--- src/rtl/arc4_sequencer_pkg.sv ---
// -----------------------------------------------------------------------------
// arc4_sequencer_pkg
// Shared types and constants for the ARC4 sequencer slice.
//   seq_state_t  : sequencer FSM state, also used as the S-RAM grant select
//   DATA_WIDTH / ADDR_WIDTH / KEY_WIDTH : default datapath widths
//   MSG_LEN      : message length handled by the decrypter
//   CNT_WIDTH    : width of the optional run-cycle counter
//   sat_inc()    : saturating increment used by the cycle counter
// -----------------------------------------------------------------------------
package arc4_sequencer_pkg;

    localparam int DATA_WIDTH = 8;
    localparam int ADDR_WIDTH = 8;
    localparam int KEY_WIDTH  = 24;
    localparam int MSG_LEN    = 32;
    localparam int CNT_WIDTH  = 32;

    typedef enum logic [2:0] {
        IDLE     = 3'd0,
        RUN_INIT = 3'd1,
        RUN_KSA  = 3'd2,
        RUN_DEC  = 3'd3,
        DONE     = 3'd4
    } seq_state_t;

    // Increment that sticks at all-ones instead of wrapping to zero.
    function automatic logic [CNT_WIDTH-1:0] sat_inc(input logic [CNT_WIDTH-1:0] value);
        logic [CNT_WIDTH-1:0] result;
        if (value == {CNT_WIDTH{1'b1}}) begin
            result = value;
        end else begin
            result = value + {{(CNT_WIDTH-1){1'b0}}, 1'b1};
        end
        return result;
    endfunction

endpackage

--- src/rtl/arc4_sequencer_if.sv ---
// -----------------------------------------------------------------------------
// arc4_sequencer_if
// Bundles the sequencer's external handshakes and the S-RAM grant bus.
//   start / key / finish / key_out          : lab top level <-> sequencer
//   {init,ksa,dec}_start / _finish          : engine handshakes
//   {init,ksa,dec}_s_addr / _s_data / _s_wren: per-engine S-RAM requests
//   s_addr / s_data / s_wren                : granted S-RAM port
// Modports:
//   master : the environment (top level plus engines) around the sequencer
//   slave  : the sequencer itself
// -----------------------------------------------------------------------------
interface arc4_sequencer_if
    import arc4_sequencer_pkg::*;
#(
    parameter int DATA_W = DATA_WIDTH,
    parameter int ADDR_W = ADDR_WIDTH,
    parameter int KEY_W  = KEY_WIDTH
) ();

    logic              start;
    logic [KEY_W-1:0]  key;
    logic              finish;
    logic [KEY_W-1:0]  key_out;

    logic              init_start;
    logic              init_finish;
    logic              ksa_start;
    logic              ksa_finish;
    logic              dec_start;
    logic              dec_finish;

    logic [ADDR_W-1:0] init_s_addr;
    logic [DATA_W-1:0] init_s_data;
    logic              init_s_wren;
    logic [ADDR_W-1:0] ksa_s_addr;
    logic [DATA_W-1:0] ksa_s_data;
    logic              ksa_s_wren;
    logic [ADDR_W-1:0] dec_s_addr;
    logic [DATA_W-1:0] dec_s_data;
    logic              dec_s_wren;

    logic [ADDR_W-1:0] s_addr;
    logic [DATA_W-1:0] s_data;
    logic              s_wren;

    modport master (
        output start, key,
        output init_finish, ksa_finish, dec_finish,
        output init_s_addr, init_s_data, init_s_wren,
        output ksa_s_addr, ksa_s_data, ksa_s_wren,
        output dec_s_addr, dec_s_data, dec_s_wren,
        input  finish, key_out,
        input  init_start, ksa_start, dec_start,
        input  s_addr, s_data, s_wren
    );

    modport slave (
        input  start, key,
        input  init_finish, ksa_finish, dec_finish,
        input  init_s_addr, init_s_data, init_s_wren,
        input  ksa_s_addr, ksa_s_data, ksa_s_wren,
        input  dec_s_addr, dec_s_data, dec_s_wren,
        output finish, key_out,
        output init_start, ksa_start, dec_start,
        output s_addr, s_data, s_wren
    );

endinterface

--- src/rtl/arc4_sequencer_s_mux.sv ---
// -----------------------------------------------------------------------------
// arc4_sequencer_s_mux
// 3:1 grant mux for the single-port S-RAM. Only the engine whose RUN_* state
// is current reaches the RAM; in IDLE/DONE the port is parked at all zeros so
// no stray write can occur.
// Ports:
//   sel_i                       : current sequencer state (grant select)
//   {init,ksa,dec}_addr/data/wren_i : per-engine requests
//   s_addr_o / s_data_o / s_wren_o  : granted RAM port (combinational)
// -----------------------------------------------------------------------------
module arc4_sequencer_s_mux
    import arc4_sequencer_pkg::*;
#(
    parameter int DATA_W = DATA_WIDTH,
    parameter int ADDR_W = ADDR_WIDTH
) (
    input  seq_state_t        sel_i,
    input  logic [ADDR_W-1:0] init_addr_i,
    input  logic [DATA_W-1:0] init_data_i,
    input  logic              init_wren_i,
    input  logic [ADDR_W-1:0] ksa_addr_i,
    input  logic [DATA_W-1:0] ksa_data_i,
    input  logic              ksa_wren_i,
    input  logic [ADDR_W-1:0] dec_addr_i,
    input  logic [DATA_W-1:0] dec_data_i,
    input  logic              dec_wren_i,
    output logic [ADDR_W-1:0] s_addr_o,
    output logic [DATA_W-1:0] s_data_o,
    output logic              s_wren_o
);

    // Select the granted engine's request; park the port when no engine runs.
    always_comb begin
        s_addr_o = {ADDR_W{1'b0}};
        s_data_o = {DATA_W{1'b0}};
        s_wren_o = 1'b0;
        case (sel_i)
            RUN_INIT: begin
                s_addr_o = init_addr_i;
                s_data_o = init_data_i;
                s_wren_o = init_wren_i;
            end
            RUN_KSA: begin
                s_addr_o = ksa_addr_i;
                s_data_o = ksa_data_i;
                s_wren_o = ksa_wren_i;
            end
            RUN_DEC: begin
                s_addr_o = dec_addr_i;
                s_data_o = dec_data_i;
                s_wren_o = dec_wren_i;
            end
            default: begin
                s_addr_o = {ADDR_W{1'b0}};
                s_data_o = {DATA_W{1'b0}};
                s_wren_o = 1'b0;
            end
        endcase
    end

endmodule

--- src/rtl/arc4_sequencer.sv ---
// -----------------------------------------------------------------------------
// arc4_sequencer
// Top-level ARC4 controller: runs init (S[i]=i), ksa and the decrypter in
// that order, captures the key on an accepted start, and grants the single
// S-RAM port to the running engine through arc4_sequencer_s_mux.
// Ports:
//   clk_i   : system clock, all state on posedge
//   rst_ni  : asynchronous active-low reset
//   bus     : arc4_sequencer_if.slave (start/key/finish/key_out, engine
//             start/finish handshakes, per-engine and granted S-RAM bus)
//   cycle_count_o : cycles spent in RUN_* states, only when the macro
//                   ARC4_SEQ_CYCLES_EN is defined
// Each start assertion yields exactly one pass; DONE is left only once start
// has been dropped, so a held start never relaunches.
// -----------------------------------------------------------------------------
module arc4_sequencer
    import arc4_sequencer_pkg::*;
#(
    parameter int DATA_W = DATA_WIDTH,
    parameter int ADDR_W = ADDR_WIDTH,
    parameter int KEY_W  = KEY_WIDTH
) (
    input  logic                  clk_i,
    input  logic                  rst_ni,
    arc4_sequencer_if.slave       bus
`ifdef ARC4_SEQ_CYCLES_EN
    ,
    output logic [CNT_WIDTH-1:0]  cycle_count_o
`endif
);

    seq_state_t       state_q;
    seq_state_t       state_d;
    logic [KEY_W-1:0] key_q;
    logic [KEY_W-1:0] key_d;
    logic             accept_s;
    logic             init_start_s;
    logic             ksa_start_s;
    logic             dec_start_s;
    logic             finish_s;

    // A start is only honoured while idle; starts during a run are ignored.
    assign accept_s = (state_q == IDLE) && bus.start;

    // State register.
    always_ff @(posedge clk_i or negedge rst_ni) begin
        if (!rst_ni) begin
            state_q <= IDLE;
        end else begin
            state_q <= state_d;
        end
    end

    // Next-state logic: only the active engine's finish can advance the FSM.
    always_comb begin
        state_d = state_q;
        case (state_q)
            IDLE: begin
                if (bus.start) begin
                    state_d = RUN_INIT;
                end else begin
                    state_d = IDLE;
                end
            end
            RUN_INIT: begin
                if (bus.init_finish) begin
                    state_d = RUN_KSA;
                end else begin
                    state_d = RUN_INIT;
                end
            end
            RUN_KSA: begin
                if (bus.ksa_finish) begin
                    state_d = RUN_DEC;
                end else begin
                    state_d = RUN_KSA;
                end
            end
            RUN_DEC: begin
                if (bus.dec_finish) begin
                    state_d = DONE;
                end else begin
                    state_d = RUN_DEC;
                end
            end
            DONE: begin
                if (!bus.start) begin
                    state_d = IDLE;
                end else begin
                    state_d = DONE;
                end
            end
            default: begin
                state_d = IDLE;
            end
        endcase
    end

    // Output decode: each start is a pure function of the state register, so
    // it drops in the cycle after the engine's finish is taken.
    always_comb begin
        init_start_s = 1'b0;
        ksa_start_s  = 1'b0;
        dec_start_s  = 1'b0;
        finish_s     = 1'b0;
        case (state_q)
            RUN_INIT: init_start_s = 1'b1;
            RUN_KSA:  ksa_start_s  = 1'b1;
            RUN_DEC:  dec_start_s  = 1'b1;
            DONE:     finish_s     = 1'b1;
            default: begin
                init_start_s = 1'b0;
                ksa_start_s  = 1'b0;
                dec_start_s  = 1'b0;
                finish_s     = 1'b0;
            end
        endcase
    end

    // Key capture: load on accepted start, hold for the whole run.
    always_comb begin
        if (accept_s) begin
            key_d = bus.key;
        end else begin
            key_d = key_q;
        end
    end

    // Key register.
    always_ff @(posedge clk_i or negedge rst_ni) begin
        if (!rst_ni) begin
            key_q <= {KEY_W{1'b0}};
        end else begin
            key_q <= key_d;
        end
    end

    assign bus.key_out    = key_q;
    assign bus.init_start = init_start_s;
    assign bus.ksa_start  = ksa_start_s;
    assign bus.dec_start  = dec_start_s;
    assign bus.finish     = finish_s;

    arc4_sequencer_s_mux #(
        .DATA_W (DATA_W),
        .ADDR_W (ADDR_W)
    ) u_s_mux (
        .sel_i       (state_q),
        .init_addr_i (bus.init_s_addr),
        .init_data_i (bus.init_s_data),
        .init_wren_i (bus.init_s_wren),
        .ksa_addr_i  (bus.ksa_s_addr),
        .ksa_data_i  (bus.ksa_s_data),
        .ksa_wren_i  (bus.ksa_s_wren),
        .dec_addr_i  (bus.dec_s_addr),
        .dec_data_i  (bus.dec_s_data),
        .dec_wren_i  (bus.dec_s_wren),
        .s_addr_o    (bus.s_addr),
        .s_data_o    (bus.s_data),
        .s_wren_o    (bus.s_wren)
    );

`ifdef ARC4_SEQ_CYCLES_EN
    logic [CNT_WIDTH-1:0] cnt_q;
    logic [CNT_WIDTH-1:0] cnt_d;
    logic                 running_s;

    assign running_s = (state_q == RUN_INIT) || (state_q == RUN_KSA) ||
                       (state_q == RUN_DEC);

    // Run-cycle counter: clear on accepted start, count RUN_* cycles, else hold.
    always_comb begin
        if (accept_s) begin
            cnt_d = {CNT_WIDTH{1'b0}};
        end else if (running_s) begin
            cnt_d = sat_inc(cnt_q);
        end else begin
            cnt_d = cnt_q;
        end
    end

    // Run-cycle counter register.
    always_ff @(posedge clk_i or negedge rst_ni) begin
        if (!rst_ni) begin
            cnt_q <= {CNT_WIDTH{1'b0}};
        end else begin
            cnt_q <= cnt_d;
        end
    end

    assign cycle_count_o = cnt_q;
`endif

endmodule
--- src/flat_wrapper.sv ---
// flat-port wrapper written by rule: the top's interface ports become plain ports
module arc4_sequencer_flat import arc4_sequencer_pkg::*;
#(
    parameter int DATA_W = DATA_WIDTH,
    parameter int ADDR_W = ADDR_WIDTH,
    parameter int KEY_W  = KEY_WIDTH
)
  (clk_i, rst_ni, bus_start, bus_key, bus_init_finish, bus_ksa_finish, bus_dec_finish, bus_init_s_addr, bus_init_s_data, bus_init_s_wren, bus_ksa_s_addr, bus_ksa_s_data, bus_ksa_s_wren, bus_dec_s_addr, bus_dec_s_data, bus_dec_s_wren, bus_finish, bus_key_out, bus_init_start, bus_ksa_start, bus_dec_start, bus_s_addr, bus_s_data, bus_s_wren);
  arc4_sequencer_if #(.DATA_W(DATA_W), .ADDR_W(ADDR_W), .KEY_W(KEY_W)) bus_i ();
  input  logic clk_i;
  input  logic rst_ni;
  input wire logic [$bits(bus_i.start)-1:0] bus_start;
  input wire logic [$bits(bus_i.key)-1:0] bus_key;
  input wire logic [$bits(bus_i.init_finish)-1:0] bus_init_finish;
  input wire logic [$bits(bus_i.ksa_finish)-1:0] bus_ksa_finish;
  input wire logic [$bits(bus_i.dec_finish)-1:0] bus_dec_finish;
  input wire logic [$bits(bus_i.init_s_addr)-1:0] bus_init_s_addr;
  input wire logic [$bits(bus_i.init_s_data)-1:0] bus_init_s_data;
  input wire logic [$bits(bus_i.init_s_wren)-1:0] bus_init_s_wren;
  input wire logic [$bits(bus_i.ksa_s_addr)-1:0] bus_ksa_s_addr;
  input wire logic [$bits(bus_i.ksa_s_data)-1:0] bus_ksa_s_data;
  input wire logic [$bits(bus_i.ksa_s_wren)-1:0] bus_ksa_s_wren;
  input wire logic [$bits(bus_i.dec_s_addr)-1:0] bus_dec_s_addr;
  input wire logic [$bits(bus_i.dec_s_data)-1:0] bus_dec_s_data;
  input wire logic [$bits(bus_i.dec_s_wren)-1:0] bus_dec_s_wren;
  output wire logic [$bits(bus_i.finish)-1:0] bus_finish;
  output wire logic [$bits(bus_i.key_out)-1:0] bus_key_out;
  output wire logic [$bits(bus_i.init_start)-1:0] bus_init_start;
  output wire logic [$bits(bus_i.ksa_start)-1:0] bus_ksa_start;
  output wire logic [$bits(bus_i.dec_start)-1:0] bus_dec_start;
  output wire logic [$bits(bus_i.s_addr)-1:0] bus_s_addr;
  output wire logic [$bits(bus_i.s_data)-1:0] bus_s_data;
  output wire logic [$bits(bus_i.s_wren)-1:0] bus_s_wren;
  assign bus_i.start = bus_start;
  assign bus_i.key = bus_key;
  assign bus_i.init_finish = bus_init_finish;
  assign bus_i.ksa_finish = bus_ksa_finish;
  assign bus_i.dec_finish = bus_dec_finish;
  assign bus_i.init_s_addr = bus_init_s_addr;
  assign bus_i.init_s_data = bus_init_s_data;
  assign bus_i.init_s_wren = bus_init_s_wren;
  assign bus_i.ksa_s_addr = bus_ksa_s_addr;
  assign bus_i.ksa_s_data = bus_ksa_s_data;
  assign bus_i.ksa_s_wren = bus_ksa_s_wren;
  assign bus_i.dec_s_addr = bus_dec_s_addr;
  assign bus_i.dec_s_data = bus_dec_s_data;
  assign bus_i.dec_s_wren = bus_dec_s_wren;
  assign bus_finish = bus_i.finish;
  assign bus_key_out = bus_i.key_out;
  assign bus_init_start = bus_i.init_start;
  assign bus_ksa_start = bus_i.ksa_start;
  assign bus_dec_start = bus_i.dec_start;
  assign bus_s_addr = bus_i.s_addr;
  assign bus_s_data = bus_i.s_data;
  assign bus_s_wren = bus_i.s_wren;
  arc4_sequencer #(.DATA_W(DATA_W), .ADDR_W(ADDR_W), .KEY_W(KEY_W)) u_core (.clk_i(clk_i), .rst_ni(rst_ni), .bus(bus_i));
endmodule
--- config.mk ---
export PLATFORM = sky130hd
export DESIGN_NAME = arc4_sequencer_flat
export DESIGN_NICKNAME = d
export VERILOG_FILES = /design/src/rtl/arc4_sequencer_pkg.sv /design/src/rtl/arc4_sequencer_if.sv /design/src/rtl/arc4_sequencer_s_mux.sv /design/src/rtl/arc4_sequencer.sv /design/src/flat_wrapper.sv
export SDC_FILE = /design/constraint.sdc
export NUM_CORES = 1
export LEC_CHECK = 0
export CAP_MARGIN = 20
export CORE_UTILIZATION = 36
export CTS_CLUSTER_DIAMETER = 120
export DETAILED_ROUTE_END_ITERATION = 10
export PLACE_DENSITY = 0.95
export SETUP_SLACK_MARGIN = 0.1
export SLEW_MARGIN = 20
export SYNTH_ARGS = -nofsm -noshare
export SYNTH_HDL_FRONTEND = slang
export SYNTH_SLANG_ARGS = --single-unit
export TNS_END_PERCENT = 100
--- constraint.sdc ---
create_clock -name clk_i -period 4.38 [get_ports clk_i]
set_input_delay 0.876 -clock clk_i [delete_from_list [all_inputs] [get_ports clk_i]]
set_output_delay 0.876 -clock clk_i [all_outputs]
set_load 0.01 [all_outputs]
==> results of run 1 <==
[worst max path at each step]
stage                     cells after the start            end               from  slack [ns]
after floorplan                               2  bus_s_addr[1]  bus_dec_s_addr[1]        2.20
after detailed placement                      4  bus_s_data[2]  bus_dec_s_data[2]        1.17
after global routing                          4  bus_s_addr[3]  u_core.state_q[0]        0.85
final                                         4  bus_s_data[2]  u_core.state_q[0]        1.01
after CTS                                     4  bus_s_addr[2]  u_core.state_q[0]        1.02
after global placement                        4  bus_s_addr[2]  bus_dec_s_addr[2]        1.23
[logic make-up after synthesis]
logic type	synth area share
compound gates	0.151
buf+inv	0.0528
flops	0.419
mux	0.333
simple gates	0.0443
[metrics by stage]
stage                     utilization  setup slack [ns]
after floorplan                     -              2.20
after global placement          0.689              1.23
after detailed placement        0.688              1.17
after CTS                       0.699              1.02
after global routing            0.699             0.851
final                           0.699              1.01
[layout make-up]
| cell class | count | area (um2) |
|---|---|---|
| multi-input cells | 89 | 851 |
| well taps | 50 | 62.6 |
| flip-flops and latches | 27 | 677 |
| repair buffers | 127 | 1260 |
| clock buffers | 4 | 45.0 |
| fillers | 309 | 1250 |
[sequential cells by signal, summed over array words and instances, names as in the netlist]
register / cells
u_core.bus.key_out: 24
u_core.state_q: 3
[layer usage]
| layer | share of wire | routed length (um) | up-vias |
|---|---|---|---|
| met1 | 0.38 | 1660 | 702 |
| met4 | 0.013 | 57 | 0 |
| met5 | 0 | 0 | - |
| met3 | 0.11 | 474 | 6 |
| met2 | 0.50 | 2180 | 87 |
| li1 | - | - | 722 |
[worst max-delay path, stage by stage, from the launching register on]
cell and delay, ns:
dfrtp_1 0.95, buf_4 0.32, a21oi_1 0.05, a211oi_1 0.29
clkdlybuf4s50_1 0.61
[power by group]
| part | leakage (nW) | switching (W) | internal [W] |
|---|---|---|---|
| logic | 0.821 | 0.000401 | 0.000779 |
| registers | 0.320 | 0.000177 | 0.000374 |
| clock network | 0.0228 | 0.0000719 | 0.0000650 |
| total | 1.16 | 0.000649 | 0.00122 |
[cells in the final DEF, fill, tap and decap left out, drive strengths merged]
| master | n |
|---|---|
| and3b | 1 |
| nor3b | 2 |
| o22ai | 1 |
| mux2 | 25 |
| buf | 3 |
| a211oi | 17 |
| nand3b | 1 |
| dfrtp | 27 |
| nand2b | 1 |
| nor4b | 1 |
| clkbuf | 4 |
| clkdlybuf4s50 | 124 |
| nor2 | 1 |
| a21oi | 18 |
| mux2i | 18 |
| or2 | 1 |
| a21bo | 1 |
| a22o | 1 |
==> flow_metrics.py, run 1 <==
metrics = {
    "detailed_routing": {
        "routed_wl_um": 4370,
        "vias": 1517,
        "drtIter0Drc": 52,
        "wl_per_cell_um": 14.7,
        "post-route-drc-count": 0,
        "antenna_left": 0,
        "vias_per_cell": 5.11,
        "firstDrtPassIters": 4,
    },
    "yosys": {
        "synth_area_leaders": "dfrtp_1, mux2_4, mux2i_1",
        "synth_cell_types": 19,
        "synth.avg_cell_area_um2": 12.4,
        "synth_common_cells": "dfrtp_1, mux2_4, a21oi_1, mux2i_1, a211oi_1",
        "ys_seq_area_frac": 0.419,
        "async_flop_share": 1.00,
        "netlist.top_cell.by_area": "dfrtp_1",
        "syn_inst": 130,
        "synth_ff_type": "dfrtp_1",
        "synth_edf_count": 0,
        "synth_top_area_share": 0.419,
        "ys_warn_count": 0,
        "synth_nets": 211,
        "post-synth-top-count-cell": "dfrtp_1",
        "ys_seq_elements": 27,
        "synth_area_um2": 1610,
    },
    "floorplan": {
        "num_rows": 23,
        "dieArea_um2": 4750,
        "core_region_area_um2": 4140,
        "fp.dieW_um": 68.9,
        "die_y_um": 68.9,
        "initial_core_util": 0.389,
        "io_pins": 126,
    },
    "timing": {
        "drv_slew": 0,
        "fmax_ghz": 0.297,
        "relSlewSlack": 0.387,
        "min_period_over_period": 0.768,
        "timing.hold.ws_ns": 0.512,
        "fin_setup_tns_ns": 0,
        "setup_viol": 0,
        "rsz0062_at_grt": "no",
        "worstMarginPinSlew_ns": 0.919,
        "min_period_ns": 3.37,
        "finalHoldViolCount": 0,
        "clock_skew_ns": 0.00661,
    },
    "pwr": {
        "max-vdd-ir-drop_v": 0.000281,
        "powerDensity_nw_per_um2": 645,
        "p_total_w": 0.00187,
        "p_leak_nw": 1.16,
    },
    "min_path": {
        "min_to": "u_core.bus.key_out[15]",
        "hp-class": "flop to flop",
        "hold_depth": 1,
        "min_from": "u_core.bus.key_out[15]",
    },
    "global_routing": {
        "grt_overflow": 0,
        "grt_pass1_vias": 1517,
        "antenna_found_initial": 0,
        "grt_start_max_net_pins": 44,
        "grtUsageMet3": 0.0461,
        "grt_util_met2": 0.339,
        "grt_usage": 0.186,
        "met1_usage": 0.206,
        "busiest_layer": "met2",
        "grt_pass1_wl_um": 6630,
    },
    "worst_setup_path": {
        "reg2reg_from": "u_core.state_q[0]",
        "cp.arrival_ns": 2.49,
        "r2r-end": "u_core.bus.key_out[13]",
        "required_ns": 3.50,
        "crit_path_end_kind": "output port",
        "crit_fanout": 29,
        "worst_setup_path_start_kind": "flop",
        "r2r_setup_slack_ns": 2.35,
        "reg2reg_depth": 3,
        "crit_type": "flop to output port",
    },
    "finish": {
        "antenna_cells": 0,
        "area_growth_pct": 79.7,
        "drive_gt1_frac": 0.142,
        "fin_cells": 297,
        "finalNetCount": 329,
        "final_area_um2": 2900,
    },
    "clocking": {
        "cts_setup_buffers": 0,
        "cts_max_level": 1,
        "ctsHoldBuffers": 0,
        "ctsResizeCount": 0,
        "cts_tree": "done",
        "root_buffer": "clkbuf_8",
        "cts_sinks": 27,
        "clk_pin_slew_worst_paths_ns": 0.09,
        "clkLatencyLatePin_ns": 0.27,
        "cts_buffers": 3,
        "cts_buffer_depth": 2,
    },
    "placed_design": {
        "port_buffers": 125,
        "dp.cells": 293,
        "dp_hpwl_um": 3400,
        "gp_congestion": 0.705,
        "post_dp_cell_area_um2": 2850,
    },
    "flow_run": {
        "drv_cap": 0,
    },
    "outcome": {
        "status": "complete, no violations",
    },
}
No activity file was read; power rests on OpenSTA's default activity.
==> inputs of run 2 (changes only) <==
CORE_UTILIZATION = 33   (was 36)
PLACE_DENSITY = 0.89   (was 0.95)
clock period = 3.1 ns   (was 4.38 ns; I/O delays follow)
==> flow_metrics.py, run 2 (synthesis results as in run 1) <==
metrics = {
    "finish": {
        "layout_common_cells": "clkdlybuf4s50_1, dfrtp_1, mux2_4",
        "drive_gt1_frac": 0.144,
        "regArea_um2": 676,
        "area_growth_pct": 83.5,
        "fin_cells": 317,
        "multi_input_area_um2": 851,
        "fillers": 363,
        "finalNetCount": 332,
        "mostFrequentLayoutCell": "clkdlybuf4s50_1",
        "largest_reg_flops": 24,
        "antenna_cells": 0,
    },
    "worst_setup_path": {
        "critPathTopFamily": "buffers and inverters",
        "cp-startpoint": "bus_init_s_wren",
        "r2r_setup_slack_ns": 1.20,
        "cp.arrival_ns": 2.01,
        "crit_fanout": 1,
        "crit_path_end_kind": "output port",
        "cpMostUsedCell": "clkdlybuf4s50_1",
        "required_ns": 2.48,
        "worst_setup_path_start_kind": "input port",
        "slowest_stage": "clkdlybuf4s50_1",
        "crit_type": "input port to output port",
        "slowest_delay_ns": 0.58,
        "path_depth": 4,
        "r2r-end": "u_core.bus.key_out[16]",
        "worstSetupEndpoint": "bus_s_wren",
        "worstPathCellList": "clkdlybuf4s50_1 -> mux2i_1 -> a211oi_1 -> clkdlybuf4s50_1",
        "cp_num_buf_inv": 2,
        "reg2reg_from": "u_core.state_q[2]",
        "reg2reg_depth": 4,
    },
    "timing": {
        "min_period_over_period": 0.850,
        "drv_slew": 0,
        "fin_setup_tns_ns": 0,
        "clock_skew_ns": 0.00282,
        "rsz0062_at_grt": "no",
        "worstMarginPinSlew_ns": 0.411,
        "fmax_ghz": 0.380,
        "setup_viol": 0,
        "finalHoldViolCount": 0,
        "relSlewSlack": 0.726,
        "setup_ws_ns": 0.466,
        "min_period_ns": 2.63,
    },
    "global_routing": {
        "grt_pass1_wl_um": 6940,
        "grt_pass1_vias": 1613,
        "grt_overflow": 0,
        "antenna_found_initial": 0,
        "grt_usage": 0.167,
        "grt_start_max_net_pins": 44,
    },
    "placed_design": {
        "dp.cells": 313,
        "post-place-ws_ns": 0.438,
        "dp_hpwl_um": 3370,
        "gp_congestion": 0.670,
        "port_buffers": 125,
    },
    "detailed_routing": {
        "firstDrtPassIters": 4,
        "vias": 1533,
        "routed_wl_um": 4330,
        "vias_per_cell": 4.84,
        "post-route-drc-count": 0,
        "antenna_left": 0,
        "drtIter0Drc": 22,
        "wl_per_cell_um": 13.7,
    },
    "floorplan": {
        "io_pins": 126,
        "initial_core_util": 0.341,
        "core_region_area_um2": 4720,
        "num_rows": 25,
        "fp.dieW_um": 71.9,
        "die_y_um": 71.9,
        "dieArea_um2": 5170,
    },
    "clocking": {
        "cts_buffers": 3,
        "cts_setup_buffers": 0,
        "cts_tree": "done",
        "clkLatencyLatePin_ns": 0.26,
        "cts_buffer_depth": 2,
        "ctsResizeCount": 0,
        "clk_pin_slew_worst_paths_ns": 0.08,
        "cts_max_level": 1,
        "root_buffer": "clkbuf_8",
        "ctsHoldBuffers": 0,
        "cts_sinks": 27,
    },
    "pwr": {
        "max-vdd-ir-drop_v": 0.000409,
        "p_leak_nw": 1.18,
        "powerDensity_nw_per_um2": 902,
    },
    "flow_run": {
        "drv_cap": 0,
    },
    "outcome": {
        "status": "complete, no violations",
    },
    "min_path": {
        "hp-class": "flop to flop",
    },
}
-- run 2: cell count changes in the layout (fill, tap and decap cells not counted), sizes merged --
cell | before | now
clkdlybuf4s50 | 124 | 125
buf | 3 | 5
-- run 2: how the worst min path moves through the flow --
| stage | to | from | slack [ns] | cells past startpoint |
|---|---|---|---|---|
| global route | u_core.bus.key_out[2] | u_core.bus.key_out[2] | 0.52 | 1 |
| CTS | u_core.bus.key_out[2] | u_core.bus.key_out[2] | 0.52 | 1 |
| floorplan | u_core.bus.key_out[0] | rst_ni | 0.32 | 0 |
| detailed placement | u_core.bus.key_out[2] | u_core.bus.key_out[2] | 0.49 | 1 |
| global placement | u_core.bus.key_out[0] | u_core.bus.key_out[0] | 0.49 | 1 |
| finish | u_core.bus.key_out[2] | u_core.bus.key_out[2] | 0.51 | 1 |
-- run 2: where the power goes --
group	internal (W)	total [W]	leakage [nW]	switching [W]
Clock	0.0000917	0.000190	0.0228	0.0000987
Combinational	0.00112	0.00184	0.840	0.000720
Sequential	0.000530	0.000632	0.321	0.000102
-- run 2: final cells by class --
cell class | instances | share of cell area
Clock buffer | 4 | 0.0152
Tap cell | 67 | 0.0284
Timing Repair Buffer | 130 | 0.440
Sequential cell | 27 | 0.229
Multi-Input combinational cell | 89 | 0.288
-- run 2: metal layers --
metal  GRT usage  vias to the layer above  wire length, um  part of all wire
li1            -                      728                -                 -
met1       0.201                      707             1740              0.40
met2       0.290                       96             2160              0.50
met3      0.0478                        2              408             0.094
met4      0.0479                        0               28            0.0065
met5           0                        -                0                 0
-- run 2: stage by stage --
stage	cell area, um2	power [W]	utilization	hold slack, ns
final	2960	0.00267	0.626	0.513
after detailed placement	2910	0.00249	0.616	0.492
after floorplan	1610	0.00163	-	0.324
after global placement	2910	0.00245	0.616	0.490
after global routing	2960	0.00283	0.626	0.518
after CTS	2960	0.00270	0.626	0.517
